<file path="src/rtl/apb_slave_regbank_pkg.sv">
// Shared types and constants for the APB register-bank completer.
package apb_slave_regbank_pkg;

  localparam int APB_DATA_W = 32;
  localparam int APB_SEL_W  = 3;
  localparam int APB_WAIT_W = 4;

  typedef enum logic {
    APB_IDLE   = 1'b0,
    APB_ACCESS = 1'b1
  } apb_state_e;

  // Error counter step that sticks at all-ones instead of wrapping.
  function automatic logic [7:0] sat_inc8(input logic [7:0] v);
    return (v == 8'hFF) ? v : v + 8'd1;
  endfunction

endpackage

</file>
<file path="src/rtl/apb_slave_regbank_regfile.sv">
// DEPTH x 32 register storage: async clear to RESET_VAL, one sync write port,
// one combinational read port.
module apb_slave_regbank_regfile
  import apb_slave_regbank_pkg::*;
#(
  parameter int                    DEPTH     = 16,
  parameter logic [APB_DATA_W-1:0] RESET_VAL = '0,
  localparam int                   AW        = $clog2(DEPTH)
) (
  input  logic                  Hclk,
  input  logic                  Hreset,
  input  logic                  wr_en,
  input  logic [AW-1:0]         wr_idx,
  input  logic [APB_DATA_W-1:0] wr_data,
  input  logic [AW-1:0]         rd_idx,
  output logic [APB_DATA_W-1:0] rd_data
);

  logic [APB_DATA_W-1:0] mem_q [DEPTH];
  logic [APB_DATA_W-1:0] mem_d [DEPTH];

  // Next storage contents: only the addressed word changes on a write.
  always_comb begin
    mem_d = mem_q;
    if (wr_en) begin
      mem_d[wr_idx] = wr_data;
    end
  end

  // Storage flops, cleared to the reset pattern asynchronously.
  always_ff @(posedge Hclk or negedge Hreset) begin
    if (!Hreset) begin
      for (int i = 0; i < DEPTH; i++) begin
        mem_q[i] <= RESET_VAL;
      end
    end else begin
      mem_q <= mem_d;
    end
  end

  assign rd_data = mem_q[rd_idx];

endmodule

</file>
<file path="src/rtl/apb_slave_regbank.sv">
// APB completer register bank: address decode, transfer FSM, wait-state
// counter and saturating protocol-violation counter around a register file.
//
// state      | meaning
// -----------+-----------------------------------------------------------
// APB_IDLE   | no transfer in flight; waiting for a setup phase
// APB_ACCESS | setup latched; counting wait states until completion
module apb_slave_regbank
  import apb_slave_regbank_pkg::*;
#(
  parameter int                    SLAVE_IDX   = 0,
  parameter logic [APB_DATA_W-1:0] BASE_ADDR   = 32'h8000_0000,
  parameter int                    DEPTH       = 16,
  parameter int                    WAIT_STATES = 0,
  parameter logic [APB_DATA_W-1:0] RESET_VAL   = 32'h0
) (
  input  logic                  Hclk,
  input  logic                  Hreset,
  input  logic [APB_SEL_W-1:0]  Pselx,
  input  logic                  Penable,
  input  logic                  Pwrite,
  input  logic [31:0]           Paddr,
  input  logic [APB_DATA_W-1:0] Pwdata,
  output logic [APB_DATA_W-1:0] Prdata,
  output logic                  Pready,
  output logic                  Pslverr,
  output logic [7:0]            prot_err_cnt
);

  localparam int                    AW        = $clog2(DEPTH);
  localparam logic [29:0]           DEPTH_W   = 30'(DEPTH);
  localparam logic [APB_WAIT_W-1:0] WAIT_LOAD = APB_WAIT_W'(WAIT_STATES);

  apb_state_e            state_q, state_d;
  logic [AW-1:0]         idx_q, idx_d;
  logic                  bad_q, bad_d;
  logic                  write_q, write_d;
  logic [APB_DATA_W-1:0] wdata_q, wdata_d;
  logic [APB_WAIT_W-1:0] wait_q, wait_d;
  logic [7:0]            cnt_q, cnt_d;

  logic                  sel;
  logic [31:0]           off;
  logic                  bad;
  logic [AW-1:0]         idx;
  logic                  complete;
  logic                  wr_en;
  logic [APB_DATA_W-1:0] rd_data;
  logic                  sel_unused;

  assign sel        = Pselx[SLAVE_IDX];
  assign sel_unused = ^Pselx;

  // Address decode relative to the bank base; anything outside the bank or
  // not word aligned is flagged so it answers with an error.
  always_comb begin
    off = Paddr - BASE_ADDR;
    bad = (Paddr < BASE_ADDR) | (off[1:0] != 2'b00) | (off[31:2] >= DEPTH_W);
    idx = off[AW+1:2];
  end

  assign complete = (state_q == APB_ACCESS) && sel && Penable && (wait_q == '0);

  // Transfer sequencing; a repeated setup or lost select counts as a violation.
  always_comb begin
    state_d = state_q;
    idx_d   = idx_q;
    bad_d   = bad_q;
    write_d = write_q;
    wdata_d = wdata_q;
    wait_d  = wait_q;
    cnt_d   = cnt_q;
    wr_en   = 1'b0;
    case (state_q)
      APB_IDLE: begin
        if (sel && !Penable) begin
          idx_d   = idx;
          bad_d   = bad;
          write_d = Pwrite;
          wdata_d = Pwdata;
          wait_d  = WAIT_LOAD;
          state_d = APB_ACCESS;
        end else if (sel && Penable) begin
          cnt_d = sat_inc8(cnt_q);
        end
      end
      APB_ACCESS: begin
        if (!sel) begin
          cnt_d   = sat_inc8(cnt_q);
          state_d = APB_IDLE;
        end else if (!Penable) begin
          cnt_d   = sat_inc8(cnt_q);
          idx_d   = idx;
          bad_d   = bad;
          write_d = Pwrite;
          wdata_d = Pwdata;
          wait_d  = WAIT_LOAD;
        end else if (wait_q != '0) begin
          wait_d = wait_q - 1'b1;
        end else begin
          wr_en   = write_q && !bad_q;
          state_d = APB_IDLE;
        end
      end
      default: state_d = APB_IDLE;
    endcase
  end

  // Control and counter flops.
  always_ff @(posedge Hclk or negedge Hreset) begin
    if (!Hreset) begin
      state_q <= APB_IDLE;
      idx_q   <= '0;
      bad_q   <= 1'b0;
      write_q <= 1'b0;
      wdata_q <= '0;
      wait_q  <= '0;
      cnt_q   <= '0;
    end else begin
      state_q <= state_d;
      idx_q   <= idx_d;
      bad_q   <= bad_d;
      write_q <= write_d;
      wdata_q <= wdata_d;
      wait_q  <= wait_d;
      cnt_q   <= cnt_d;
    end
  end

  apb_slave_regbank_regfile #(
    .DEPTH     (DEPTH),
    .RESET_VAL (RESET_VAL)
  ) u_regfile (
    .Hclk    (Hclk),
    .Hreset  (Hreset),
    .wr_en   (wr_en),
    .wr_idx  (idx_q),
    .wr_data (wdata_q),
    .rd_idx  (idx_q),
    .rd_data (rd_data)
  );

  assign Pready       = complete;
  assign Pslverr      = complete && bad_q;
  assign Prdata       = (complete && !write_q && !bad_q) ? rd_data : '0;
  assign prot_err_cnt = cnt_q;

endmodule

</file>
<file path="config.mk">
export PLATFORM = sky130hd
export DESIGN_NAME = apb_slave_regbank
export DESIGN_NICKNAME = d
export VERILOG_FILES = /design/src/rtl/apb_slave_regbank_pkg.sv /design/src/rtl/apb_slave_regbank_regfile.sv /design/src/rtl/apb_slave_regbank.sv
export SDC_FILE = /design/constraint.sdc
export NUM_CORES = 1
export LEC_CHECK = 0
export CORE_MARGIN = 4
export CORE_UTILIZATION = 45
export CTS_CLUSTER_SIZE = 28
export DETAILED_ROUTE_END_ITERATION = 10
export SLEW_MARGIN = 20
export SYNTH_ARGS = -nofsm -noshare
export SYNTH_HDL_FRONTEND = slang
export SYNTH_SLANG_ARGS = --single-unit
export TNS_END_PERCENT = 100
</file>
<file path="constraint.sdc">
create_clock -name Hclk -period 3.4 [get_ports Hclk]
set_clock_uncertainty 0.2 [all_clocks]
set_input_delay 0.85 -clock Hclk [delete_from_list [all_inputs] [get_ports Hclk]]
set_output_delay 0.85 -clock Hclk [all_outputs]
set_load 0.01 [all_outputs]
</file>
---- After elaboration in Yosys (flattened, before gate mapping) ----
Cells that the tools add are included.
operators by class
  $add $sub $neg .......................... 3
  order comparisons ....................... 4
  eq/ne operators ......................... 8
  muxes and demuxes ....................... 43
  bitwise gates (word level) .............. 4
  reduce and logical (&&, ||, !) cells .... 19
operators with widths
  cell                      number
  $bwmux W512               1
  $mux W32                  7
  $bmux W32 S4              1
  $demux W32 S4             1
  $pmux W32 S2              1
  $mux W8                   5
  $lt A32 B32 Y1 const B    1
  $sub A32 B32 Y32 const B  1
  $ge A30 B5 Y1 const B     1
  $mux W4                   7
  $pmux W4 S2               2
  $pmux W8 S2               1
  $mux W1                   14
  $logic_and A1 B1 Y1       10
  $ne A2 B2 Y1 const B      5
  $reduce_and A3 Y1         3
  $add A8 B1 Y8 const B     1
  $eq A8 B8 Y1 const B      1
  $pmux W1 S2               3
  $ge A5 B5 Y1 const B      1
  $lt A5 B1 Y1 const B      1
  $not A4 Y5                1
  $logic_not A4 Y1          1
  $reduce_bool A4 Y1        1
  7 further kinds           10
word-level totals
  register bits after elaboration ......... 563
  bits of input ports ..................... 71

---- Depth between registers and ports, before layout ----
Gate-level depths: netlist (run 1).
  depth in word-level cells ............... 7
  mapped depth ............................ 8
  mapped depth without buffers ............ 6

---- Hierarchy ----
A second synthesis (run 1) with hierarchy kept.
second synthesis, totals
  cells, all modules ...................... 1,676
  area total of the unflattened synthesis .. 25,171.6 um^2
modules (own cells, without submodules)
  module                     times used  cells each  area an instance (um^2)  seq. area each (um^2)
  apb_slave_regbank_regfile  1           1,404       22,774.3                 12,812.3
  apb_slave_regbank          1           272         2,397.3                  1,276.2

---- Worst setup path before layout (run 1) ----
OpenSTA, ideal clock, no wires.
  path type ............................... input -> output
  from .................................... input Penable
  to ...................................... output Prdata[23]
  arrival ................................. 2.047 ns
  setup slack ............................. 0.303 ns
  stages on the path ...................... 5
  buffers on the path ..................... 1
  cells stage by stage .................... nor2b_1 -> nand3_1 -> clkbuf_1 -> a221o_1 -> nor3_1
between the ends
  word-level cells in the longest chain between the ends .. 5
ends and longest elaborated chain
  item                              RTL line                  text
  from (decl)                       apb_slave_regbank.sv:20   input logic Penable,
  $logic_and A1 B1 Y1 (2 in a row)  apb_slave_regbank.sv:62   assign complete = (state_q == APB_ACCESS) && sel && Penable && (wait_q == '0);
  $logic_and A1 B1 Y1 (2 in a row)  apb_slave_regbank.sv:145  assign Prdata = (complete && !write_q && !bad_q) ? rd_data : '0;
  $mux W32                          apb_slave_regbank.sv:145
  to (decl)                         apb_slave_regbank.sv:24   output logic [APB_DATA_W-1:0] Prdata,
Every way passes these cells.

---- Worst setup path after layout (run 1) ----
  from .................................... register wait_q[0]
  to ...................................... output Prdata[18]
between the ends
  word-level cells in the longest chain between the ends .. 5
ends and longest elaborated chain
  item                              RTL line                  text
  from (decl)                       apb_slave_regbank.sv:39   logic [APB_WAIT_W-1:0] wait_q, wait_d;
  from (signal assigned)            apb_slave_regbank.sv:125  wait_q <= wait_d;
  $logic_not A4 Y1                  apb_slave_regbank.sv:62
  $logic_and A1 B1 Y1               apb_slave_regbank.sv:62
  $logic_and A1 B1 Y1 (2 in a row)  apb_slave_regbank.sv:145
  $mux W32                          apb_slave_regbank.sv:145
Every way passes these cells.

==> metrics.txt, run 1 <==
result of the run finished, violations left; violated checks setup timing; number of library cell types mapped by synthesis 46; primary flip-flop cell chosen by synthesis mapping sky130_fd_sc_hd__dfrtp_1; synthesized instance count between 1500 and 2000; ratio of routed vias to standard cells ~5.7; number of storage elements in the synthesis netlist 563; proportion of layout cells with a drive suffix above 1 0.522; global-route congestion overflow total 0; maximum number of pins on one net before global-route repair between 70 and 80; Arrival @ worst endpoint between 2 and 3 ns; launching element type of the critical path flip-flop; starting DRC count in detailed routing 834; Max stage delay on crit path 0.39 ns; area share of the largest cell type after synthesis 0.553; HPWL Detailed between 30000 and 40000 um; reg-to-reg startpoint idx_q[0]$_DFFE_PN0P_; starting density of the core 0.459; overall global routing resource usage 0.219; DRC Markers 0; Total Die Area 0.0604 sq mm; combined area of all synthesized cells 0.0255 sq mm; reg2reg end u_regfile.mem_q[230]$_DFFE_PN0P_; antenna violations before repair 1; count of filler cells inserted in the layout 4508; timing-limited maximum frequency between 200 and 300 MHz; number of enable-type register cells in the synthesized netlist 0; total of warnings raised by yosys 0; sequential cell area fraction in the yosys report 0.553; kind of critical path reg2out; worst reg2reg setup slack approximately 0.47 ns; CTS H-tree lvls 2; Fin. Hold Viols 0; power density over the cells approximately 530 mW/mm^2; Place WS -0.883 ns; CTS Buffer Depth 3; RSZ-0062 raised after global routing yes; Total Power Consumption ~0.016 W; number of global-route vias before repair 16200; total area of multi-input combinational cells approximately 0.011 sq mm; NumNets Final between 1500 and 2000; clock tree from TritonCTS yes; max-slew headroom at the worst pin 0.570; TritonCTS buffer count 60; # Max-Cap Violations 0; total detailed-routing wirelength 65600 um; most instantiated cells after synthesis sky130_fd_sc_hd__dfrtp_1 (563), sky130_fd_sc_hd__mux2_2 (521), sky130_fd_sc_hd__mux4_2 (95), sky130_fd_sc_hd__mux2i_1 (64), sky130_fd_sc_hd__buf_2 (39); category of the worst setup path capture point primary output; Synth Net Count 1714; Clk Tree Root Cell sky130_fd_sc_hd__clkbuf_16; Routed wire per std cell around 25 um; number of top-level design ports 113; worst-skew pair later-pin latency roughly 0.61 ns; Setup violations, final 31; list of cells traversed by the critical path inv_2, ha_4, and4b_2, nand3_4, buf_12, buf_12, a221o_1, nor3_2, buf_2; final period demand of the worst path approximately 3.6 ns; wire length of the first global-routing pass a little over 100000 um; biggest fanout along the worst timing path 5; site row count 86; number of nets with antenna violations after detailed routing 0; Clock transition at path regs ~0.060 ns; static power due to leakage between 10 and 15 nW; highest ir drop seen on vdd about 460 uV; Synth area leaders sky130_fd_sc_hd__dfrtp_1 (55%), sky130_fd_sc_hd__mux2_2 (23%), sky130_fd_sc_hd__mux4_2 (8.4%); logic depth of the worst register-to-register path 7; Worst Setup Slack, final -0.223 ns; ys async rst share 1.00; Tightest Pin Transition 0.645 ns; total core area between 0.05 and 0.06 sq mm; Min-Delay Path Depth 1; die boundary width 246 um; Cells after DPL between 2000 and 2500; final design utilization 0.559; area taken by flip-flops and latches between 0.01 and 0.015 sq mm; Req. time, crit path roughly 2.4 ns; Final period util 1.07; final max-slew violation count 0; I/O Buffers between 100 and 150; global placement routability congestion 0.760; cell with the most instances after synthesis sky130_fd_sc_hd__dfrtp_1; length of the first detailed-routing pass in iterations 5; cell repeated most along the worst path sky130_fd_sc_hd__buf_12; vias post-DR between 15000 and 20000; slowest CP cell sky130_fd_sc_hd__dfrtp_1; hold endpoint u_regfile.mem_q[184]$_DFFE_PN0P_; total clock sinks around 560; startpoint of the lowest-slack hold path u_regfile.mem_q[184]$_DFFE_PN0P_; synthesis-to-layout area growth 21.9%; library cell with the largest summed area after synthesis sky130_fd_sc_hd__dfrtp_1; DIE HEIGHT 246 um; Hold WC Path Type reg2reg; post-route non-filler standard cell count 2619; average instance area after synthesis ~16 sq um
==> routing by layer <==
| metal | track usage | up-vias | part of all wire | wire [um] |
|---|---|---|---|---|
| met4 | 0.0607 | 0 | 0.022 | 1460 |
| met5 | 0 | - | 0 | 0 |
| met1 | 0.301 | 8138 | 0.45 | 29200 |
| met2 | 0.364 | 274 | 0.49 | 32200 |
| met3 | 0.0352 | 91 | 0.042 | 2780 |
| li1 | - | 6505 | - | - |
==> metrics by stage <==
step / area [sq um] / setup TNS [ns] / hold slack, ns
5_1_grt: 31000 / -8.06 / 0.301
6_report: 31000 / -4.62 / 0.282
2_1_floorplan: 25500 / 0 / 0.252
3_5_place_dp: 28200 / -37.68 / 0.274
3_3_place_gp: 28200 / -30.02 / 0.262
4_1_cts: 30800 / -6.10 / 0.288
==> cell families (layout without fill, tap and decap cells) <==
group,count (synthesis),in the layout,share of synthesized area
XOR/XNOR,5,5,0.00172
AO/OA/AOI/OAI,82,82,0.0252
buffers and inverters,146,375,0.0327
AND/OR/NAND/NOR,127,127,0.0304
multiplexers,716,716,0.356
flip-flops,563,563,0.553
other,0,1,0
adder cells (fa/ha/maj),2,2,0.000983
==> sequential cells by signal, indices dropped and copies added (netlist names) <==
| signal | flops |
|---|---|
| write_q | 1 |
| u_regfile.mem_q | 512 |
| wait_q | 4 |
| bad_q | 1 |
| prot_err_cnt | 8 |
| wdata_q | 32 |
| state_q | 1 |
| idx_q | 4 |
==> worst max-delay path, delay by kind of cell, from the launching register on <==
kind / cells / cell delay, ns
buffers and inverters: 4 / 0.59
AO/OA/AOI/OAI: 1 / 0.27
adder cells (fa/ha/maj): 1 / 0.13
AND/OR/NAND/NOR: 3 / 0.58
flip-flops: 1 / 0.39
==> report_power, final <==
group	internal, W	total, W	switching (W)
logic	0.00113	0.00223	0.00109
registers	0.00704	0.00749	0.000455
clock network	0.00405	0.00672	0.00267
==> timing repair <==
item                                    in CTS  in global routing
hold buffers                                 1                  0
cloned                                       6                  3
endpoints found under the setup margin      34                 33
pin swaps                                   23                 26
hold endpoints to repair                    34                  0
resized for setup                          191                 38
setup buffers                               21                 11
==> layout make-up <==
class                           instances  area share
Clock buffer                           87      0.0559
Inverter                                9     0.00121
Multi-Input combinational cell        932       0.353
Clock inverter                         22     0.00992
Tap cell                              748      0.0302
Antenna cell                            1   0.0000807
Sequential cell                       563       0.454
Timing Repair Buffer                  257      0.0954
==> placed cells by master (no fill, tap or decap), types with 4 or more instances in the layout <==
master and count:
sky130_fd_sc_hd__a221o_1 28, sky130_fd_sc_hd__buf_12 52, sky130_fd_sc_hd__buf_16 5, sky130_fd_sc_hd__buf_2 29, sky130_fd_sc_hd__buf_4 71, sky130_fd_sc_hd__buf_6 15
sky130_fd_sc_hd__bufinv_16 7, sky130_fd_sc_hd__clkbuf_1 14, sky130_fd_sc_hd__clkbuf_16 63, sky130_fd_sc_hd__clkbuf_8 13, sky130_fd_sc_hd__clkdlybuf4s50_1 73, sky130_fd_sc_hd__clkinv_2 10
sky130_fd_sc_hd__clkinvlp_4 4, sky130_fd_sc_hd__dfrtp_1 560, sky130_fd_sc_hd__inv_1 6, sky130_fd_sc_hd__mux2_1 36, sky130_fd_sc_hd__mux2_2 518, sky130_fd_sc_hd__mux2i_1 64
sky130_fd_sc_hd__mux4_2 95, sky130_fd_sc_hd__nand2_1 9, sky130_fd_sc_hd__nand3_1 6, sky130_fd_sc_hd__nor2_1 30, sky130_fd_sc_hd__nor3_2 26, sky130_fd_sc_hd__nor3_4 16
sky130_fd_sc_hd__nor4_1 6, sky130_fd_sc_hd__o21ai_0 4, sky130_fd_sc_hd__o22ai_1 14, sky130_fd_sc_hd__o22ai_2 15, sky130_fd_sc_hd__xor2_1 5
==> how the worst max path moves through the flow <==
stage                          start         end  slack (ns)  depth (start not counted)
2_1_floorplan                Penable  Prdata[23]        0.30                          5
3_3_place_gp                 Penable  Prdata[22]       -0.83                          8
3_5_place_dp                 Penable   Prdata[6]       -0.88                          8
4_1_cts         idx_q[0]$_DFFE_PN0P_   Prdata[3]       -0.30                          6
5_1_grt        wait_q[0]$_DFFE_PN0P_  Prdata[18]       -0.35                          9
6_report       wait_q[0]$_DFFE_PN0P_  Prdata[18]       -0.22                          9
Note: power is estimated with default switching activity, not from simulation.
==> run 2, diff against run 1 <==
Settings changed: SETUP_SLACK_MARGIN from default to 0.1.
==> metrics.txt, run 2 (synthesis gave the netlist of run 1 again) <==
result of the run finished, violations left; violated checks setup timing; proportion of layout cells with a drive suffix above 1 0.522; Arrival @ worst endpoint 2.57 ns; Final period util 1.07; total core area between 0.05 and 0.06 sq mm; Cells after DPL 2469; Clk Tree Root Cell sky130_fd_sc_hd__clkbuf_16; biggest fanout along the worst timing path 5; post-placement cell area about 0.028 sq mm; starting density of the core 0.459; max-slew headroom at the worst pin 0.570; kind of critical path reg2out; Setup violations, final 31; Final Instance Area 0.0310 sq mm; TritonCTS buffer count 60; DRC Markers 0; post-route non-filler standard cell count between 2000 and 3000; CTS Buffer Depth 3; Total Die Area a little over 0.06 sq mm; ratio of routed vias to standard cells 5.73; most frequent cells in the layout sky130_fd_sc_hd__dfrtp_1 (560), sky130_fd_sc_hd__mux2_2 (518), sky130_fd_sc_hd__mux4_2 (95); Worst Setup Slack, final -0.223 ns; timing-limited maximum frequency 276 MHz; site row count between 80 and 90; count of filler cells inserted in the layout around 4500; number of global-route vias before repair 16200; Fin. Hold Viols 0; I/O Buffers 110; Hold WC Path Type reg2reg; RSZ-0062 raised after global routing yes; antenna violations before repair 1; highest ir drop seen on vdd 458 uV; vias post-DR about 15000; global placement routability congestion roughly 0.76; number of nets with antenna violations after detailed routing 0; area taken by flip-flops and latches ~0.014 sq mm; maximum number of pins on one net before global-route repair 73; final max-slew violation count 0; top layer reached by signal wires met4; length of the first detailed-routing pass in iterations 5; CTS H-tree lvls 2; most common cell after layout, fill and taps aside sky130_fd_sc_hd__dfrtp_1; starting DRC count in detailed routing between 800 and 900; launching element type of the critical path flip-flop; Tightest Pin Transition roughly 0.64 ns; total clock sinks 563; total detailed-routing wirelength between 60000 and 70000 um; DIE HEIGHT 246 um; Routed wire per std cell 25.1 um; NumNets Final ~1900; number of top-level design ports approximately 110; # Max-Cap Violations 0; category of the worst setup path capture point primary output; clock tree from TritonCTS yes; total negative setup slack -4.62 ns; synthesis-to-layout area growth 21.9%; met2 wire length 32200 um; Place WS -0.883 ns; HPWL Detailed around 40000 um; global-route congestion overflow total 0; worst-skew pair later-pin latency slightly above 0.6 ns; power density over the cells roughly 530 mW/mm^2; die boundary width 246 um; most flop-heavy register u_regfile.mem_q; Req. time, crit path approximately 2.4 ns; Clock transition at path regs ~0.06 ns; met3 wire length 2780 um; wire length of the first global-routing pass between 100000 and 150000 um; number of flip-flops in the largest register approximately 510; static power due to leakage 14.9 nW; final period demand of the worst path around 3.6 ns; total area of multi-input combinational cells around 0.011 sq mm; wire length the detailed router placed on met1 a little under 30000 um; overall global routing resource usage 0.219
run 2: cell type report:
cell class,count,share of cell area
Antenna cell,1,0.0000807
Clock buffer,87,0.0559
Clock inverter,22,0.00992
Inverter,9,0.00121
Multi-Input combinational cell,932,0.353
Sequential cell,563,0.454
Tap cell,748,0.0302
Timing Repair Buffer,257,0.0953
run 2: metrics by stage:
stage               total power, W   util  hold slack, ns
global route                0.0171  0.559           0.301
floorplan                  0.00855      -           0.252
detailed placement         0.00960  0.507           0.274
global placement           0.00955  0.507           0.262
finish                      0.0164  0.559           0.282
CTS                         0.0166  0.555           0.288
run 2: worst max-delay path: stages, from the launching register on:
cell and delay, ns:
sky130_fd_sc_hd__dfrtp_1 0.39, sky130_fd_sc_hd__inv_2 0.08, sky130_fd_sc_hd__ha_4 0.13, sky130_fd_sc_hd__and4b_2 0.26, sky130_fd_sc_hd__nand3_4 0.20, sky130_fd_sc_hd__buf_12 0.22
sky130_fd_sc_hd__buf_12 0.13, sky130_fd_sc_hd__a221o_1 0.27, sky130_fd_sc_hd__nor3_2 0.12, sky130_fd_sc_hd__buf_2 0.16
run 2: routing by layer:
layer | GRT usage | vias up
met5 | 0 | -
met4 | 0.0607 | 0
met3 | 0.0352 | 91
met2 | 0.364 | 274
met1 | 0.301 | 8138
li1 | - | 6505
run 2: timing repair:
action / in CTS / in global routing
cloned: 6 / 3
pin swaps: 23 / 26
setup buffers: 21 / 11
hold buffers: 1 / 0
setup endpoints to repair: 34 / 32
hold endpoints to repair: 34 / 0
gates resized for setup: 192 / 37
run 2: path summary, 6_finish.rpt:
kind,from,end,slack (ns),depth (start not counted)
min in group asynchronous,Hreset,u_regfile.mem_q[156]$_DFFE_PN0P_,0.57,2
max in group asynchronous,Hreset,u_regfile.mem_q[180]$_DFFE_PN0P_,1.42,3
worst max-delay path,wait_q[0]$_DFFE_PN0P_,Prdata[18],-0.22,9
worst max register to register,idx_q[0]$_DFFE_PN0P_,u_regfile.mem_q[230]$_DFFE_PN0P_,0.47,7
worst min-delay path,u_regfile.mem_q[184]$_DFFE_PN0P_,u_regfile.mem_q[184]$_DFFE_PN0P_,0.28,1
worst min register to register,u_regfile.mem_q[184]$_DFFE_PN0P_,u_regfile.mem_q[184]$_DFFE_PN0P_,0.28,1
run 2: report_power, final:
part | leakage (nW) | internal [W] | switching, W | total [W]
Combinational | 6.16 | 0.00113 | 0.00109 | 0.00223
Clock | 0.999 | 0.00405 | 0.00267 | 0.00672
Sequential | 7.75 | 0.00704 | 0.000455 | 0.00749
Total | 14.9 | 0.0122 | 0.00422 | 0.0164
==> run 3, diff against run 2 <==
Settings changed: CTS_CLUSTER_DIAMETER from default to 30.
==> metrics.txt, run 3 (synthesis gave the netlist of run 1 again) <==
reg2reg end u_regfile.mem_q[230]$_DFFE_PN0P_; Total Power Consumption around 0.023 W; category of the worst setup path capture point primary output; starting density of the core 0.459; NumNets Final about 2000; global placement routability congestion ~0.76; proportion of layout cells with a drive suffix above 1 0.553; length of the first detailed-routing pass in iterations 5; # Max-Cap Violations 0; Clk Tree Root Cell sky130_fd_sc_hd__clkbuf_16; number of flip-flops in the largest register slightly above 500; HPWL Detailed 39300 um; launching element type of the critical path flip-flop; list of cells traversed by the critical path buf_12, buf_12, buf_16, mux4_2, o22ai_4, buf_6, nor3_2, buf_2; startpoint of the lowest-slack hold path u_regfile.mem_q[184]$_DFFE_PN0P_; Min-Delay Path Depth 1; total detailed-routing wirelength 66600 um; die boundary width 246 um; vias post-DR roughly 15000; Arrival @ worst endpoint ~2.6 ns; number of global-route vias before repair ~17000; total clock sinks about 560; logic depth of the worst register-to-register path 8; overall global routing resource usage 0.226; DIE HEIGHT 246 um; global-route congestion overflow total 0; Clock transition at path regs about 0.040 ns; clock tree from TritonCTS yes; max-slew headroom at the worst pin 0.574; worst-skew pair later-pin latency 0.69 ns; total negative setup slack -5.34 ns; DRC Markers 0; count of filler cells inserted in the layout ~4200; Max stage delay on crit path about 0.49 ns; I/O Buffers 110; number of top-level design ports between 100 and 150; Tightest Pin Transition 0.639 ns; static power due to leakage 16.2 nW; most common cell after layout, fill and taps aside sky130_fd_sc_hd__dfrtp_1; Routed wire per std cell ~24 um; slowest CP cell sky130_fd_sc_hd__dfrtp_4; power density over the cells roughly 680 mW/mm^2; Fin. Hold Viols 0; Ant. Diodes 0; synthesis-to-layout area growth 32.9%; worst hold-check slack about 0.28 ns; Top Family by Delay on Critical Path buffers and inverters; post-route non-filler standard cell count between 2000 and 3000; Worst Setup Slack, final -0.255 ns; TritonCTS buffer count between 100 and 150; Hold WC Path Type reg2reg; site row count 86; Total Die Area around 0.060 sq mm; most frequent cells in the layout sky130_fd_sc_hd__dfrtp_1 (560), sky130_fd_sc_hd__mux2_2 (518), sky130_fd_sc_hd__clkbuf_16 (146); final max-slew violation count 0; hold endpoint u_regfile.mem_q[184]$_DFFE_PN0P_; worst reg2reg setup slack between 0.3 and 0.4 ns; ratio of routed vias to standard cells about 5.6; wire length of the first global-routing pass between 100000 and 150000 um; sum of buffers and inverters on the critical path 5; final period demand of the worst path around 3.7 ns; biggest fanout along the worst timing path 8; kind of critical path reg2out; Cells after DPL 2469; antenna violations before repair 0; most flop-heavy register u_regfile.mem_q; violated checks setup timing; CTS Buffer Depth 3; starting DRC count in detailed routing 768; RSZ-0062 raised after global routing yes; result of the run finished, violations left; cell repeated most along the worst path sky130_fd_sc_hd__buf_12; CTS H-tree lvls 4; Final period util 1.08; total core area roughly 0.056 sq mm; Setup violations, final 32; Final Instance Area between 0.03 and 0.04 sq mm; reg-to-reg startpoint idx_q[0]$_DFFE_PN0P_; post-placement cell area between 0.02 and 0.03 sq mm; timing-limited maximum frequency between 200 and 300 MHz; maximum number of pins on one net before global-route repair 73; Req. time, crit path approximately 2.4 ns; highest ir drop seen on vdd 576 uV; number of nets with antenna violations after detailed routing 0
## run 3: cell types whose count changed in the layout (fill, tap and decap cells not counted), moves of 4 or more
cell / previous run / this run
sky130_fd_sc_hd__bufinv_16: 7 / 17
sky130_fd_sc_hd__clkbuf_1: 14 / 24
sky130_fd_sc_hd__clkbuf_16: 63 / 146
sky130_fd_sc_hd__clkbuf_8: 13 / 22
sky130_fd_sc_hd__clkinv_2: 10 / 19
sky130_fd_sc_hd__clkinvlp_4: 4 / 11
sky130_fd_sc_hd__o22ai_1: 14 / 10
## run 3: how the worst max path moves through the flow
stage	end	startpoint	cells past startpoint
after floorplan	Prdata[23]	Penable	5
after global placement	Prdata[22]	Penable	8
after detailed placement	Prdata[6]	Penable	8
after CTS	Prdata[31]	idx_q[0]$_DFFE_PN0P_	8
after global routing	Prdata[31]	idx_q[0]$_DFFE_PN0P_	8
final	Prdata[31]	idx_q[0]$_DFFE_PN0P_	8
## run 3: cell type report
cell class | count | area [sq um] | area share
multi-input combinational | 932 | 11100 | 0.327
clock buffer | 189 | 3970 | 0.117
tap | 748 | 936 | 0.0277
sequential | 563 | 14100 | 0.417
inverter | 9 | 37.5 | 0.00111
timing repair buffer | 254 | 2940 | 0.0869
clock inverter | 54 | 777 | 0.0230
## run 3: through the flow
stage / worst slack [ns] / util
after global placement: -0.834 / 0.507
after floorplan: 0.303 / -
after global routing: -0.320 / 0.609
final: -0.255 / 0.609
after detailed placement: -0.883 / 0.507
after CTS: -0.300 / 0.600
## run 3: power by group
part           total (W)  internal, W  switching [W]
Clock             0.0132      0.00935        0.00383
Combinational    0.00228      0.00116        0.00112
Sequential       0.00752      0.00706       0.000453
Total             0.0230       0.0176        0.00540
## run 3: timing repair
action	CTS	global route
endpoints found under the hold margin	34	0
hold buffers	1	0
gates cloned	4	4
pin swaps	49	34
gates resized for setup	190	50
buffers inserted	14	15
setup endpoints to repair	34	33
## run 3: layer usage
| layer | track usage | vias to the layer above | wire, um |
|---|---|---|---|
| met5 | 0 | - | 0 |
| met4 | 0.0818 | 0 | 1560 |
| met3 | 0.0557 | 97 | 3220 |
| met2 | 0.364 | 304 | 32500 |
| met1 | 0.299 | 8319 | 29400 |
| li1 | - | 6708 | - |
